==> config.mk <==
export PLATFORM = sky130hd
export DESIGN_NAME = expect_chk_chan
export DESIGN_NICKNAME = d
export VERILOG_FILES = /design/src/rtl/expect_chk_pkg.sv /design/src/rtl/expect_chk_chan.sv
export SDC_FILE = /design/constraint.sdc
export NUM_CORES = 1
export LEC_CHECK = 0
export BUFFER_PORTS_ARGS = -buffer_cell sky130_fd_sc_hd__buf_4
export CORE_MARGIN = 10
export CORE_UTILIZATION = 53
export CTS_CLUSTER_DIAMETER = 40
export DETAILED_ROUTE_END_ITERATION = 8
export GPL_ROUTABILITY_DRIVEN = 0
export PLACE_DENSITY = 0.82
export SETUP_SLACK_MARGIN = 0.5
export SLEW_MARGIN = 20
export SYNTH_ARGS = -nofsm -noshare
export SYNTH_HDL_FRONTEND = slang
export SYNTH_SLANG_ARGS = --single-unit
==> constraint.sdc <==
create_clock -name clk -period 3.1 [get_ports clk]
set_input_delay 0.31 -clock clk [delete_from_list [all_inputs] [get_ports clk]]
set_output_delay 0.31 -clock clk [all_outputs]
set_load 0.05 [all_outputs]
==> src/rtl/expect_chk_pkg.sv <==
// Shared types and default widths for the multi-channel change checker.
package expect_chk_pkg;

  typedef enum logic [1:0] {IDLE, WAIT, PASS, FAIL} state_t;
  typedef enum logic {MODE_ANY, MODE_VALUE} mode_t;

  localparam int DEF_N_CH  = 4;
  localparam int DEF_W     = 8;
  localparam int DEF_CNT_W = 16;

endpackage

==> src/rtl/expect_chk_chan.sv <==
// One channel: armed with a window, watches din for a change against the
// previous sample and reports pass/fail with the edge index of the decision.
module expect_chk_chan
  import expect_chk_pkg::*;
#(
  parameter int W     = DEF_W,
  parameter int CNT_W = DEF_CNT_W
) (
  input  logic             clk,
  input  logic             rst_n,
  input  logic [W-1:0]     din,
  input  logic             arm,
  input  logic             abort,
  input  logic             mode,
  input  logic [W-1:0]     exp_val,
  input  logic [CNT_W-1:0] min_dly,
  input  logic [CNT_W-1:0] max_dly,
  output logic             busy,
  output logic             done,
  output logic             pass,
  output logic             fail,
  output logic             cfg_err,
  output logic [CNT_W-1:0] lat,
  output logic             overrun
);

  state_t           r_state;
  state_t           w_state_nxt;
  mode_t            r_mode;
  logic [W-1:0]     r_exp;
  logic [W-1:0]     r_prev;
  logic [CNT_W-1:0] r_min;
  logic [CNT_W-1:0] r_max;
  logic [CNT_W-1:0] r_k;
  logic [CNT_W-1:0] w_k_now;
  logic             w_cfg_bad;
  logic             w_change;
  logic             w_set_pass;
  logic             w_set_fail;

  always_comb begin
    w_state_nxt = r_state;
    w_set_pass  = 1'b0;
    w_set_fail  = 1'b0;
    w_cfg_bad   = (min_dly == '0) || ((max_dly != '0) && (min_dly > max_dly));
    // Edge index of the current edge; sticks at all-ones in unbounded waits.
    w_k_now     = (&r_k) ? r_k : r_k + CNT_W'(1);
    w_change    = (din != r_prev);
    if (arm) begin
      w_state_nxt = w_cfg_bad ? FAIL : WAIT;
    end else begin
      case (r_state)
        WAIT: begin
          if (abort) begin
            w_state_nxt = IDLE;
          end else if (w_change) begin
            if (w_k_now < r_min) begin
              w_set_fail = 1'b1;
            end else if ((r_mode == MODE_ANY) || (din == r_exp)) begin
              w_set_pass = 1'b1;
            end else begin
              w_set_fail = 1'b1;
            end
          end else if ((r_max != '0) && (w_k_now == r_max)) begin
            w_set_fail = 1'b1;
          end
          if (w_set_pass) w_state_nxt = PASS;
          if (w_set_fail) w_state_nxt = FAIL;
        end
        PASS, FAIL: w_state_nxt = IDLE;
        default:    w_state_nxt = IDLE;
      endcase
    end
  end

  always_ff @(posedge clk or negedge rst_n) begin
    if (!rst_n) begin
      r_state <= IDLE;
      pass    <= 1'b0;
      fail    <= 1'b0;
      cfg_err <= 1'b0;
      lat     <= '0;
      overrun <= 1'b0;
    end else begin
      r_state <= w_state_nxt;
      if (arm) begin
        pass    <= 1'b0;
        fail    <= w_cfg_bad;
        cfg_err <= w_cfg_bad;
        lat     <= '0;
        if (r_state == WAIT) overrun <= 1'b1;
      end else if (w_set_pass) begin
        pass <= 1'b1;
        lat  <= w_k_now;
      end else if (w_set_fail) begin
        fail <= 1'b1;
        lat  <= w_k_now;
      end
    end
  end

  // Window config and baseline are only consumed after an arm, so no reset.
  always_ff @(posedge clk) begin
    if (arm) begin
      r_mode <= mode_t'(mode);
      r_exp  <= exp_val;
      r_min  <= min_dly;
      r_max  <= max_dly;
      r_prev <= din;
      r_k    <= '0;
    end else if (r_state == WAIT) begin
      r_k    <= w_k_now;
      r_prev <= din;
    end
  end

  assign busy = (r_state == WAIT);
  assign done = (r_state == PASS) || (r_state == FAIL);

endmodule

==> results of run 1 <==
## state kept, by name, indices dropped and copies added (netlist names)
| signal | flops |
|---|---|
| lat | 16 |
| r_k | 16 |
| r_max | 16 |
| r_min | 16 |
| r_exp | 8 |
| r_prev | 8 |
| r_state | 2 |
| cfg_err | 1 |
| fail | 1 |
| overrun | 1 |
| pass | 1 |
| r_mode | 1 |
## critical path, delay by kind of cell (launching register included)
| family | cells | cell delay, ns |
|---|---|---|
| AO/OA/AOI/OAI | 6 | 1.05 |
| AND/OR/NAND/NOR | 4 | 0.78 |
| flip-flops | 1 | 0.38 |
| adder cells (fa/ha/maj) | 2 | 0.38 |
| multiplexers | 1 | 0.26 |
| buffers and inverters | 1 | 0.10 |
## routing by layer
layer,wire length [um],up-vias
met1,6710,2544
met3,1680,69
met4,821,0
li1,-,2356
met5,0,-
met2,8330,358
## placed cells by master (no fill, tap or decap), drive strengths merged, types with 11 or more instances in the layout
cell	n
ha	32
nor3	11
xnor2	24
nor4	19
dfxtp	16
dfrtp	22
edfxtp	49
nand4	23
buf	156
nand3	27
o21ai	11
nor2	48
a21oi	25
inv	53
xor2	20
nand2	20
## per-stage QoR
stage                     total power [mW]  hold slack [ns]
after floorplan                       1.63           0.0144
after detailed placement              1.83            0.217
after global routing                  2.76           0.0865
after CTS                             2.61           0.0984
final                                 2.64            0.108
after global placement                1.81            0.210
## power groups by stage
stage               sequential [mW]  combinational, mW  clock (mW)
floorplan                      1.39              0.237           0
global placement               1.37              0.441           0
detailed placement             1.37              0.460           0
CTS                            1.34              0.501       0.765
global route                   1.35              0.579       0.830
finish                         1.35              0.538       0.758
## final timing paths
check,to,depth (start not counted),slack (ns),startpoint
max,fail,14,0.05,r_k[0]
min,r_exp[4],1,0.11,exp_val[4]
max reg2reg,fail,14,0.05,r_k[0]
min reg2reg,overrun,1,0.46,overrun
max in group asynchronous,overrun,2,2.51,rst_n
min in group asynchronous,r_state[1],2,0.35,rst_n
## logic make-up (layout without fill, tap and decap cells)
kind of cell               Yosys count  after routing  synth area share
and+or+nand+nor                    190            190             0.187
buffers and inverters               89            223            0.0690
xor gates and xnor gates            45             45            0.0746
AOI/OAI and AO/OA                  114            114             0.158
adders and majority gates           32             32            0.0719
DFF                                 87             87             0.421
muxes                               10             10            0.0189
## repair_timing
item                       CTS  global route
hold buffers                 1             0
gates resized for setup     49            26
setup buffers               21            11
hold endpoints to repair    22             0
pin swaps                   31            25
cloned                       2             1
setup endpoints to repair   20            20
## layout make-up
class	count	area, sq um
clock buffer	9	124
clock inverter	7	60.1
fill	702	2880
inverter	49	184
multi-input combinational	391	3210
sequential	87	2360
tap	136	170
timing repair buffer	158	1290
==> impl_results.md, run 1 <==
- Leakage: 3.23 nW
- Gr busiest metal: met2
- Peak supply drop: 0.000304 V
- Met3 Use GR: 0.0496
- Final Cycle Share: 0.984
- Die Y: 122 um
- Crit path launch type: flop
- CTS Buf Count: 9
- Die X: 122 um
- Vias in the first global route: 5419
- Post-route cell area: 7400 sq um
- Number of synthesized flops with an enable pin: 49
- Critical path type: flop to flop
- Fin util: 0.720
- Routed vias/inst: 6.36
- Layout area overhead: 33.0%
- Antenna fix cells: 0
- Met2 GRT Util: 0.387
- Dpl ws: 0.0476 ns
- First-pass GRT wire length: 27700 um
- Grt met1 use: 0.281
- Detailed Route Iter0 Violations: 511
- # IOs: 75
- H-tree depth: 3
- Starting Density: 0.542
- Cell internal pwr: 1.84 mW
- Post-Place Cell Area: 6580 sq um
- Clock Sinks: 87
- Pwr/cell area: 357 nW/um^2
- Run status: finished, final reports clean
- Initial antenna violation count: 0
- FFs w/ async S/R, synth: 0.253
- Max Root-Sink Buffers: 2
- Layout Skew: 0.0127 ns
- Root Driver: clkbuf_8
- Actual slew at the worst max-slew pin: 0.805 ns
- Die area: 15000 sq um
- Crit path largest cell delay: 0.38 ns
- # port buffers: 74
- Post-synth top area cell: edfxtp_1
- TritonRoute pass-1 iters: 6
- Worst EP arrival: 3.33 ns
- Max-slew violations: 0
- Final setup viols: 0
- DR vias: 5327
- Rel. slew slack: 0.463
- Pin count of the biggest net entering global routing: 34
- Most frequent CP cell: ha_4
- Layout Cells excl Fill: 837
- Achievable Freq: 0.328 GHz
- GRT Total Usage: 0.232
- Hold Crit Class: input port to flop
- Clock share of power: 0.287
- Area share of the largest cell type after synthesis: 0.264
- Most frequent cells after synthesis: 49 x edfxtp_1, 49 x inv_1, 48 x nor2_1
- Slowest CP cell: dfxtp_4
- Top cells by area, synth: edfxtp_1 26%, dfrtp_1 9.9%, ha_1 7.2%
- Sw Pwr: 0.806 mW
- Total grt overflow: 0
- Combinational share of power: 0.203
- Placed cells: 785
- Yosys Warn Count: 0
- Worst path required time: 3.38 ns
- CTS tree: built
- Net Count, Synth: 652
- Final hold vios: 0
- Main synth FF type: edfxtp_1
- Critical path endpoint category: flop
- Yosys cell types: 66
- Post-synthesis sequential area ratio: 0.421
- Crit-path cells: ha_4, nand4_4, nor3_4, and3_4, mux2i_4, inv_1, ha_4, a21o_1, a21oi_1, o21ai_2, a211oi_2, a221oi_4, and2_1, a311oi_2
- Post-synthesis register bit count: 87
- Final WS setup: 0.0493 ns
- Layout cells sized above 1: 0.350
- Cell Area, Synth: 5570 sq um
- Wire per inst: 21.0 um
- Antenna Violating Nets Remaining: 0
- Drt drc: 0
- Final wirelength: 17500 um
- CTS clk-pin slew, worst paths: 0.09 ns
- Crit path time final: 3.05 ns
- HPWL Detailed: 12100 um
- Syn Inst Count: 567
- Final setup TNS: 0 ns
- Worst Path Max Fanout: 6
- Sw frac: 0.305
- Placement row count: 37
- Core Region: 10300 sq um
- MaxCap Viol Count: 0
- Clk_lat worst skew: 0.38 ns
- RSZ-0062 raised after global routing: yes
- Fin nets: 781
- Avg Cell Area, Syn: 9.82 sq um
- Part of the power in registers: 0.510
Power figures use the tool's default switching activity.
==> run 2: changes to the inputs <==
--- a/config.mk
+++ b/config.mk
@@ -17,3 +17,4 @@
 export SYNTH_ARGS = -nofsm -noshare
 export SYNTH_HDL_FRONTEND = slang
 export SYNTH_SLANG_ARGS = --single-unit
+export TNS_END_PERCENT = 5
==> constraint.sdc (replaced) <==
create_clock -name clk -period 3.1 [get_ports clk]
set_input_delay 0.62 -clock clk [delete_from_list [all_inputs] [get_ports clk]]
set_output_delay 0.62 -clock clk [all_outputs]
set_load 0.05 [all_outputs]
==> impl_results.md, run 2 (synthesized netlist as in run 1, its figures left out) <==
- Run status: complete, but fails checks
- Violations in the final reports: setup timing
- MaxCap Viol Count: 0 (unchanged)
- Detailed Route Iter0 Violations: 638 (+25%)
- Layout Skew: 0.0134 ns (+0.000730 ns)
- Root Driver: clkbuf_8
- Pwr/cell area: 360 nW/um^2 (+0.89%)
- GRT Total Usage: 0.228 (-0.00374)
- Final WS setup: -0.0613 ns (-0.111 ns)
- Fin nets: 783 (+0.26%)
- Actual slew at the worst max-slew pin: 0.538 ns (-0.267 ns)
- Rel. slew slack: 0.642 (+0.179)
- Final Cycle Share: 1.02 (+0.0357)
- Worst path required time: 3.38 ns (about the same)
- Starting Density: 0.542 (unchanged)
- Final wirelength: 17900 um (+1.9%)
- Placement row count: 37 (unchanged)
- CTS Buf Count: 9 (unchanged)
- Leakage: 3.24 nW (about the same)
- CTS tree: built
- Drt drc: 0 (unchanged)
- Crit path launch type: flop
- Post-route cell area: 7420 sq um (+0.30%)
- Max Root-Sink Buffers: 2 (unchanged)
- Crit path time final: 3.16 ns (+0.111 ns)
- Critical path endpoint category: flop
- DR vias: 5370 (+0.81%)
- Total power: 2.67 mW (+1.2%)
- Core Region: 10300 sq um (unchanged)
- Vias in the first global route: 5279 (-2.6%)
- # port buffers: 74 (unchanged)
- HPWL Detailed: 12200 um (+1.2%)
- TritonRoute pass-1 iters: 5 (-1)
- Die X: 122 um (unchanged)
- Post-Place Cell Area: 6630 sq um (+0.68%)
- Achievable Freq: 0.316 GHz (-3.5%)
- Routed vias/inst: 6.40 (+0.57%)
- Hold Crit Class: input port to asynchronous set/reset pin
- FF-to-FF End: fail
- Max-slew violations: 0 (unchanged)
- Layout area overhead: 33.4%
- # IOs: 75 (unchanged)
- R2r setup slk: -0.06 ns (-0.11 ns)
- Layout cells sized above 1: 0.358 (+0.00896)
- Final hold slack: 0.121 ns (+0.0133 ns)
- Pin count of the biggest net entering global routing: 50 (+47%)
- Die area: 15000 sq um (unchanged)
- Total grt overflow: 0 (unchanged)
- First-pass GRT wire length: 27100 um (-2.3%)
- Die Y: 122 um (unchanged)
- Post-cts hold buffer count: 0 (-1)
- Peak supply drop: 0.000237 V (-22%)
- RSZ-0062 raised after global routing: yes
- Final setup viols: 3 (+3)
- H-tree depth: 3 (unchanged)
- Layout Cells excl Fill: 839 (+0.24%)
- Critical path type: flop to flop
- Clk_lat worst skew: 0.37 ns (about the same)
- Commonest non-fill, non-tap cell in the layout: buf_4
- Initial antenna violation count: 0 (unchanged)
- Placed cells: 791 (+0.76%)
- Wire per inst: 21.3 um (+1.7%)
- Antenna Violating Nets Remaining: 0 (unchanged)
- R2R Path Start: r_k[1]
- Worst Path Max Fanout: 5 (-1)
- CTS clk-pin slew, worst paths: 0.10 ns (about the same)
- Fin util: 0.722 (+0.00219)
- Reg2Reg Depth: 14 (unchanged)
- Most frequent cells in the layout: 150 x buf_4, 49 x edfxtp_1, 48 x nor2_1
- Fill cells: 684 (-2.6%)
- Final hold vios: 0 (unchanged)
- Worst EP arrival: 3.44 ns (+0.11 ns)
- Antenna fix cells: 0 (unchanged)
- Clock Sinks: 87 (unchanged)
run 2: cell count changes in the layout (fill, tap and decap cells not counted), sizes merged:
| cell | change |
|---|---|
| bufinv | +1 |
| dlygate4sd3 | -1 |
| buf | +4 |
| clkbuf | -1 |
| clkinv | -1 |
| inv | -2 |
| clkinvlp | +2 |
run 2: worst max-delay path by stage:
stage,slack (ns),cells after the start,startpoint,end
4_1_cts,0.19,14,r_k[12],fail
3_5_place_dp,-0.07,13,r_k[1],fail
5_1_grt,-0.15,14,r_k[0],fail
3_3_place_gp,0.03,13,r_k[1],fail
6_report,-0.06,14,r_k[1],fail
2_1_floorplan,0.23,14,r_k[1],fail
run 2: per-layer routing:
layer	part of all wire	track usage
met1	0.37	0.278
met2	0.46	0.362
met3	0.091	0.0473
met4	0.070	0.147
met5	0	0
run 2: per-stage QoR:
| stage | setup TNS (ns) | worst slack [ns] |
|---|---|---|
| 2_1_floorplan | 0 | 0.226 |
| 3_3_place_gp | 0 | 0.0263 |
| 3_5_place_dp | -0.0724 | -0.0724 |
| 4_1_cts | 0 | 0.195 |
| 5_1_grt | -0.368 | -0.151 |
| 6_report | -0.0746 | -0.0613 |
run 2: area by class of cell:
class / instances / area, sq um / share of cell area
inverter: 49 / 184 / 0.0248
multi-input combinational: 391 / 3220 / 0.434
sequential: 87 / 2380 / 0.320
tap: 136 / 170 / 0.0229
timing repair buffer: 160 / 1260 / 0.170
clock buffer: 9 / 124 / 0.0167
clock inverter: 7 / 80.1 / 0.0108
run 2: power breakdown:
part	total, mW	leakage (nW)	internal (mW)	switching (mW)
Combinational	0.514	2.23	0.210	0.304
Clock	0.817	0.0953	0.381	0.436
Sequential	1.34	0.912	1.29	0.0494
Total	2.67	3.24	1.89	0.789
run 2: what timing repair did:
action / in CTS / in global routing
hold endpoints to repair: 0 / 0
pin swaps: 28 / 12
buffers inserted: 27 / 5
setup endpoints to repair: 20 / 20
resized for setup: 51 / 22
run 2: critical path, cell delays in order, from the launching register on:
cell,delay [ns]
dfxtp_4,0.38
ha_4,0.16
nand4_4,0.14
buf_4,0.20
nor4_4,0.21
nor2_1,0.13
xor2_1,0.24
ha_1,0.30
a21oi_1,0.19
o21a_1,0.19
o21ai_4,0.08
a211oi_2,0.29
a221oi_4,0.13
and2_4,0.18
a311oi_2,0.24
